[config.mk]
export PLATFORM = sky130hd
export DESIGN_NAME = axi_mem_arbiter
export DESIGN_NICKNAME = d
export VERILOG_FILES = /design/src/rtl/axi_mem_arbiter.sv
export SDC_FILE = /design/constraint.sdc
export NUM_CORES = 1
export LEC_CHECK = 0
export ABC_AREA = 1
export CAP_MARGIN = 30
export CORE_AREA = 2 2 131 133
export CTS_CLUSTER_SIZE = 30
export DETAILED_ROUTE_END_ITERATION = 7
export DIE_AREA = 0 0 133 135
export PLACE_DENSITY = 0.66
export SKIP_CTS_REPAIR_TIMING = 1
export SLEW_MARGIN = 20
export SYNTH_ARGS = -nofsm -noshare
export SYNTH_HDL_FRONTEND = slang
export SYNTH_SLANG_ARGS = --single-unit
[constraint.sdc]
create_clock -name clock -period 1.8 [get_ports clock]
set_input_delay 0.27 -clock clock [delete_from_list [all_inputs] [get_ports clock]]
set_output_delay 0.27 -clock clock [all_outputs]
set_load 0.005 [all_outputs]
[src/rtl/axi_mem_arbiter.sv]
// rtl/axi_mem_arbiter.sv - round-robin arbiter sharing one single-beat AXI4 master port among N clients
module axi_mem_arbiter #(
  parameter int N  = 2,
  parameter int AW = 32,
  parameter int DW = 32
) (
  input  logic            clock,
  input  logic            reset,
  input  logic [N-1:0]    req_valid,
  output logic [N-1:0]    req_ready,
  input  logic [N-1:0]    req_write,
  input  logic [N*AW-1:0] req_addr,
  input  logic [N*DW-1:0] req_wdata,
  input  logic [N*4-1:0]  req_wstrb,
  input  logic [N*3-1:0]  req_size,
  output logic [N-1:0]    rsp_valid,
  output logic [DW-1:0]   rsp_rdata,
  output logic            rsp_err,
  output logic            awvalid,
  input  logic            awready,
  output logic [AW-1:0]   awaddr,
  output logic [2:0]      awsize,
  output logic            wvalid,
  input  logic            wready,
  output logic [DW-1:0]   wdata,
  output logic [3:0]      wstrb,
  output logic            wlast,
  input  logic            bvalid,
  output logic            bready,
  input  logic [1:0]      bresp,
  output logic            arvalid,
  input  logic            arready,
  output logic [AW-1:0]   araddr,
  output logic [2:0]      arsize,
  input  logic            rvalid,
  output logic            rready,
  input  logic [DW-1:0]   rdata,
  input  logic [1:0]      rresp
);
  localparam int IW = (N > 1) ? $clog2(N) : 1;

  typedef enum logic [2:0] {IDLE, RD_A, RD_D, WR_AW, WR_B} state_t;

  state_t        state, state_next;
  logic [IW-1:0] rr_ptr, idx_q, gnt_idx;
  logic          gnt_found;
  int            arb_j;
  logic [AW-1:0] addr_q;
  logic [DW-1:0] wdata_q;
  logic [3:0]    wstrb_q;
  logic [2:0]    size_q;
  logic          aw_done, w_done;
  logic          accept, aw_hs, w_hs, rd_done, wr_done;

  // First requester at or after rr_ptr, wrapping past N-1.
  always_comb begin
    gnt_idx   = '0;
    gnt_found = 1'b0;
    arb_j     = 0;
    for (int k = 0; k < N; k++) begin
      arb_j = int'(rr_ptr) + k;
      if (arb_j >= N) arb_j = arb_j - N;
      if (!gnt_found && req_valid[arb_j[IW-1:0]]) begin
        gnt_found = 1'b1;
        gnt_idx   = arb_j[IW-1:0];
      end
    end
  end

  // Handshake outputs are masked during reset so a mid-transaction reset cannot leak a pulse.
  always_comb begin
    accept  = (state == IDLE) && gnt_found && !reset;
    arvalid = (state == RD_A) && !reset;
    rready  = (state == RD_D) && !reset;
    awvalid = (state == WR_AW) && !aw_done && !reset;
    wvalid  = (state == WR_AW) && !w_done && !reset;
    bready  = (state == WR_B) && !reset;
    wlast   = wvalid;
    aw_hs   = awvalid && awready;
    w_hs    = wvalid && wready;
    rd_done = rready && rvalid;
    wr_done = bready && bvalid;

    req_ready = '0;
    if (accept) req_ready[gnt_idx] = 1'b1;

    rsp_valid = '0;
    if (rd_done || wr_done) rsp_valid[idx_q] = 1'b1;
    rsp_rdata = rd_done ? rdata : '0;
    rsp_err   = rd_done ? (|rresp) : (wr_done ? (|bresp) : 1'b0);

    araddr = addr_q;
    awaddr = addr_q;
    arsize = size_q;
    awsize = size_q;
    wdata  = wdata_q;
    wstrb  = wstrb_q;
  end

  always_comb begin
    state_next = state;
    case (state)
      IDLE:  if (accept) state_next = req_write[gnt_idx] ? WR_AW : RD_A;
      RD_A:  if (arvalid && arready) state_next = RD_D;
      RD_D:  if (rd_done) state_next = IDLE;
      WR_AW: if ((aw_done || aw_hs) && (w_done || w_hs)) state_next = WR_B;
      WR_B:  if (wr_done) state_next = IDLE;
      default: state_next = IDLE;
    endcase
  end

  always_ff @(posedge clock) begin
    if (reset) begin
      state   <= IDLE;
      rr_ptr  <= '0;
      idx_q   <= '0;
      addr_q  <= '0;
      wdata_q <= '0;
      wstrb_q <= '0;
      size_q  <= '0;
      aw_done <= 1'b0;
      w_done  <= 1'b0;
    end else begin
      state <= state_next;
      if (accept) begin
        idx_q   <= gnt_idx;
        addr_q  <= req_addr[gnt_idx*AW +: AW];
        wdata_q <= req_wdata[gnt_idx*DW +: DW];
        wstrb_q <= req_wstrb[gnt_idx*4 +: 4];
        size_q  <= req_size[gnt_idx*3 +: 3];
        aw_done <= 1'b0;
        w_done  <= 1'b0;
      end
      if (state == WR_AW) begin
        aw_done <= aw_done || aw_hs;
        w_done  <= w_done || w_hs;
      end
      if (rd_done || wr_done)
        rr_ptr <= (idx_q == IW'(N - 1)) ? '0 : idx_q + IW'(1);
    end
  end
endmodule

### After elaboration in Yosys (flattened, before gate mapping)

Index checks and enable logic that the tools add are counted.

* add/subtract/negate cells: 4
* $mul: 1
* div/mod/pow operators: 0
* $lt $le $gt $ge: 8
* equal/unequal tests: 9
* shift-type cells: 4
* muxes and demuxes: 32
* bitwise logic cells: 0
* reduce and logical (&&, ||, !) cells: 30

Operators by type and width (number)
* 64-bit by 7-bit indexed part select with 32-bit output: 2
* 32-bit two-way mux: 1
* 1-bit two-way mux: 20
* 1-bit logical AND: 18
* 3-bit two-way mux: 5
* 3-bit one-hot mux with 5 select lines: 1
* 1-bit by 2-bit less-than comparator with 1-bit output, second input constant: 4
* 2-bit inequality test, second input constant: 4
* 8-bit by 4-bit indexed part select with 4-bit output: 1
* 3-bit by 2-bit equality test with 1-bit output, second input constant: 2
* 2-bit two-way mux: 3
* 6-bit by 4-bit indexed part select with 3-bit output: 1
* 5-bit AND reduction: 1
* 1-bit zero test: 4
* 2-bit OR reduction: 2
* 3-bit by 1-bit equality test with 1-bit output, second input constant: 1
* 3-bit equality test, second input constant: 1
* 3-bit zero test: 1
* 1-bit logical OR: 3
* 1-bit by 2-bit multiplier with 3-bit output, second input constant: 1
* 1-bit by 1-bit adder with 2-bit output, second input constant: 1
* 1-bit demux with 1-bit select: 2
* 1-bit >= comparator, second input constant: 2
* 1-bit by 2-bit >= comparator with 1-bit output, second input constant: 1
* 5 further kinds: 6

* register bits: 78
* bits in latches: 0
* memory bits (writable): 0
* bits in read-only memories: 0
* input port bits: 189
* output and inout port bits: 149
* word-level logic and storage cells: 97
* memories kept: 0

### Longest topological paths before layout

* depth after elaboration: 13
* mapped depth: 10
* mapped depth without buffers: 10

### Worst setup path before layout

Ideal clock, no wire load.

* path kind: register -> output
* from: reg state[0]
* to: out wvalid
* arrival: 1.243 ns
* slack: 0.287 ns
* stages on the path, launching flop included: 6
* cell sequence: dfxtp_1 -> nand2_1 -> nor2_1 -> inv_1 -> nor3_1 -> buf_4

* cells in the longest elaborated chain, start to end: 3

RTL lines
* start: declaration: RTL line 44 `state_t state, state_next;`
* start signal: assignment: RTL line 124 `state <= state_next;`
* 3-bit by 2-bit equality test with 1-bit output: RTL line 76 `wvalid = (state == WR_AW) && !w_done && !reset;`
* 1-bit logical AND (2 in a row): RTL line 76
* end: declaration: RTL line 23 `output logic wvalid,`

Every way passes these cells.

### Worst setup path in the final report

* from: reg state[2]
* to: out rsp_rdata[29]

* cells in the longest elaborated chain, start to end: 4

RTL lines
* 3-bit by 2-bit equality test with 1-bit output: RTL line 74 `rready = (state == RD_D) && !reset;`
* 1-bit logical AND: RTL line 74
* 1-bit logical AND: RTL line 81 `rd_done = rready && rvalid;`
* 32-bit two-way mux: RTL line 89 `rsp_rdata = rd_done ? rdata : '0;`
* end: declaration: RTL line 17 `output logic [DW-1:0] rsp_rdata,`

Every way passes these cells.

==> flow_summary.toml <==
[clocking]
cts_tree = "yes"
cts_buffers = 9
clkTransAtPathRegs_ps = 60
clkLatencyLatePin_ps = 340
htreeDepth = 3
cts_root_buf = "clkbuf_16"
clock_sinks = 78
max-clock-path-buffers = 2

[critical_path]
crit_start = "state[2]$_SDFFE_PP0P_"
crit_end = "rsp_rdata[29]"
r2r_slack_ps = 120
cp_data_arrival_time_ps = 1710
cpPeakStageDelay_ps = 320
r2r-end = "araddr[0]$_SDFFE_PP0P_"
r2r_start = "state[1]$_SDFFE_PP0P_"
worstSetupStartpointType = "register"
worstSetupEndpointType = "output port"
crit_type = "reg2out"
worst_ep_required_time_ps = 1530
crit_fanout = 5
cp_common_cell = "buf_4"
worstPathCellList = "inv_2 -> nand2_2 -> nor3_4 -> nand2_4 -> clkbuf_16 -> buf_4 -> buf_4 -> nor2_1 -> buf_2"
slowest_stage = "dfxtp_2"
r2r_cells = 8

[route]
avgViaCountPerCell = 4.29
drt-initial-drc-count = 208
wire_per_inst_um = 14.7
first_pass_iters = 5
routed_wl_mm = 16.5
drc = 0
postRouteAntennaNets = 0
num_vias = 4810

[synth]
ys_warn_count = 0
ys_seq_area_frac = 0.403
syn_inst = 579
syn_avg_cell_area_um2 = 6.69
synth.ff_latch_count = 78
synth_nets = 768
ys_types = 22
synth_area_um2 = 3880

[timing]
fmax_mhz = 504
fin_ws_ps = -184
slew_violations = 0
finalCriticalPeriod_ps = 1980
fin_skew_ps = 11.0
setup_viol = 20
rsz0062_at_grt = "yes"
slew_headroom = 0.664
tightestPinTransition_ps = 503
hold_viol_final = 0
finalCritPeriodShare = 1.10

[final_layout]
insertedDiodeCount = 0
nets = 1084
final_cell_mix = "clkdlybuf4s50_1 (294), nand2_1 (238), dfxtp_1 (75)"
layout-drive-gt1-share = 0.132
syn_to_final_growth_pct = 100
final_common_cell = "clkdlybuf4s50_1"

[die]
start_util = 0.236
die_x_um = 133
die_area_um2 = 18000
die-height_um = 135
core_um2 = 16400
ios = 338
rows = 47

[place]
pre_cts_slack_ps = -236
hpwl_mm = 12.0
gp_congestion = 0.850
io_buffers = 337

[hold_path]
hold_depth = 3
worst_hold_path_type = "in2reg"

[outcome]
status = "finished, violations left"
violations = "setup timing"

[grt]
grt_pass1_vias = 4516
grt_max_degree = 45
track_usage = 0.169
gr-total-overflow = 0
antenna_found_initial = 0
grt_pass1_wl_mm = 23.9

[power_and_ir_drop]
power.density_nw_per_um2 = 922
ir_drop_mv = 0.467
total_power_w = 0.00715
p_leak_nw = 3.18

[job]
cap_violations = 0
critical path: cells and delay by family, from the launching register on:
family / cells / cell delay (ps)
buffers and inverters: 5 / 570
AND/OR/NAND/NOR: 4 / 470
flip-flops: 1 / 320
synthesized netlist by cell type:
cell,n,area share
a211oi_1,1,0.0019
o211ai_1,2,0.0039
dfxtp_1,78,0.40
nor2_1,47,0.046
inv_2,1,0.00097
nor3_1,2,0.0026
o21ai_1,1,0.0013
a21oi_1,4,0.0052
nand3_1,7,0.0090
nor2_4,1,0.0029
nor3_2,1,0.0026
nand2_1,240,0.23
clkbuf_1,11,0.011
o21ai_0,3,0.0039
buf_2,16,0.021
a31oi_1,71,0.11
inv_1,47,0.046
nor2_8,1,0.0052
nor3_4,1,0.0042
nand2_4,1,0.0029
buf_4,41,0.079
buf_1,2,0.0019
final cells by class:
cell class | instances | area (um2)
clock inverter | 5 | 82.6
tap | 220 | 275
timing repair buffer | 375 | 3620
multi-input combinational | 383 | 1800
inverter | 48 | 180
fill | 1609 | 8650
sequential | 78 | 1570
clock buffer | 11 | 233
flip-flops by register name, summed over array words and instances (netlist names):
signal	count
idx_q	1
w_done	1
rr_ptr	1
arsize	3
wstrb	4
araddr	32
aw_done	1
wdata	32
state	3
stage by stage:
step / std cells / setup TNS, ps / hold slack [ps] / area [um2] / util
global route: 1120 / -4030 / 409 / 7760 / 0.473
global placement: 1088 / -14020 / 477 / 7300 / 0.445
detailed placement: 1088 / -15510 / 476 / 7300 / 0.445
CTS: 1104 / -14270 / 331 / 7610 / 0.464
floorplan: 579 / 0 / 427 / 3880 / -
finish: 1120 / -1470 / 396 / 7760 / 0.473
cells by family (layout without fill, tap and decap cells):
kind of cell | Yosys count | in the layout | synth area share
buffers and inverters | 118 | 439 | 0.159
AO/OA/AOI/OAI | 82 | 82 | 0.131
flip-flops | 78 | 78 | 0.403
AND/OR/NAND/NOR | 301 | 301 | 0.307
worst min-delay path by stage:
stage,endpoint,start,slack (ps)
2_1_floorplan,araddr[30]$_SDFFE_PP0P_,req_addr[62],430
3_3_place_gp,wdata[27]$_SDFFE_PP0P_,wdata[27]$_SDFFE_PP0P_,480
3_5_place_dp,wdata[29]$_SDFFE_PP0P_,wdata[29]$_SDFFE_PP0P_,480
4_1_cts,w_done$_SDFFE_PP0P_,reset,330
5_1_grt,w_done$_SDFFE_PP0P_,reset,410
6_report,w_done$_SDFFE_PP0P_,reset,400
layer usage:
metal	track usage	vias to the layer above	part of all wire
met2	0.282	193	0.48
met1	0.204	2157	0.42
met3	0.0556	26	0.071
li1	-	2434	-
met4	0.0639	0	0.025
met5	0	-	0
report_power, final:
| part | switching (W) | internal (W) |
|---|---|---|
| Sequential | 0.000210 | 0.00202 |
| Clock | 0.000744 | 0.00122 |
| Combinational | 0.00130 | 0.00165 |
No activity file was read; power rests on OpenSTA's default activity.
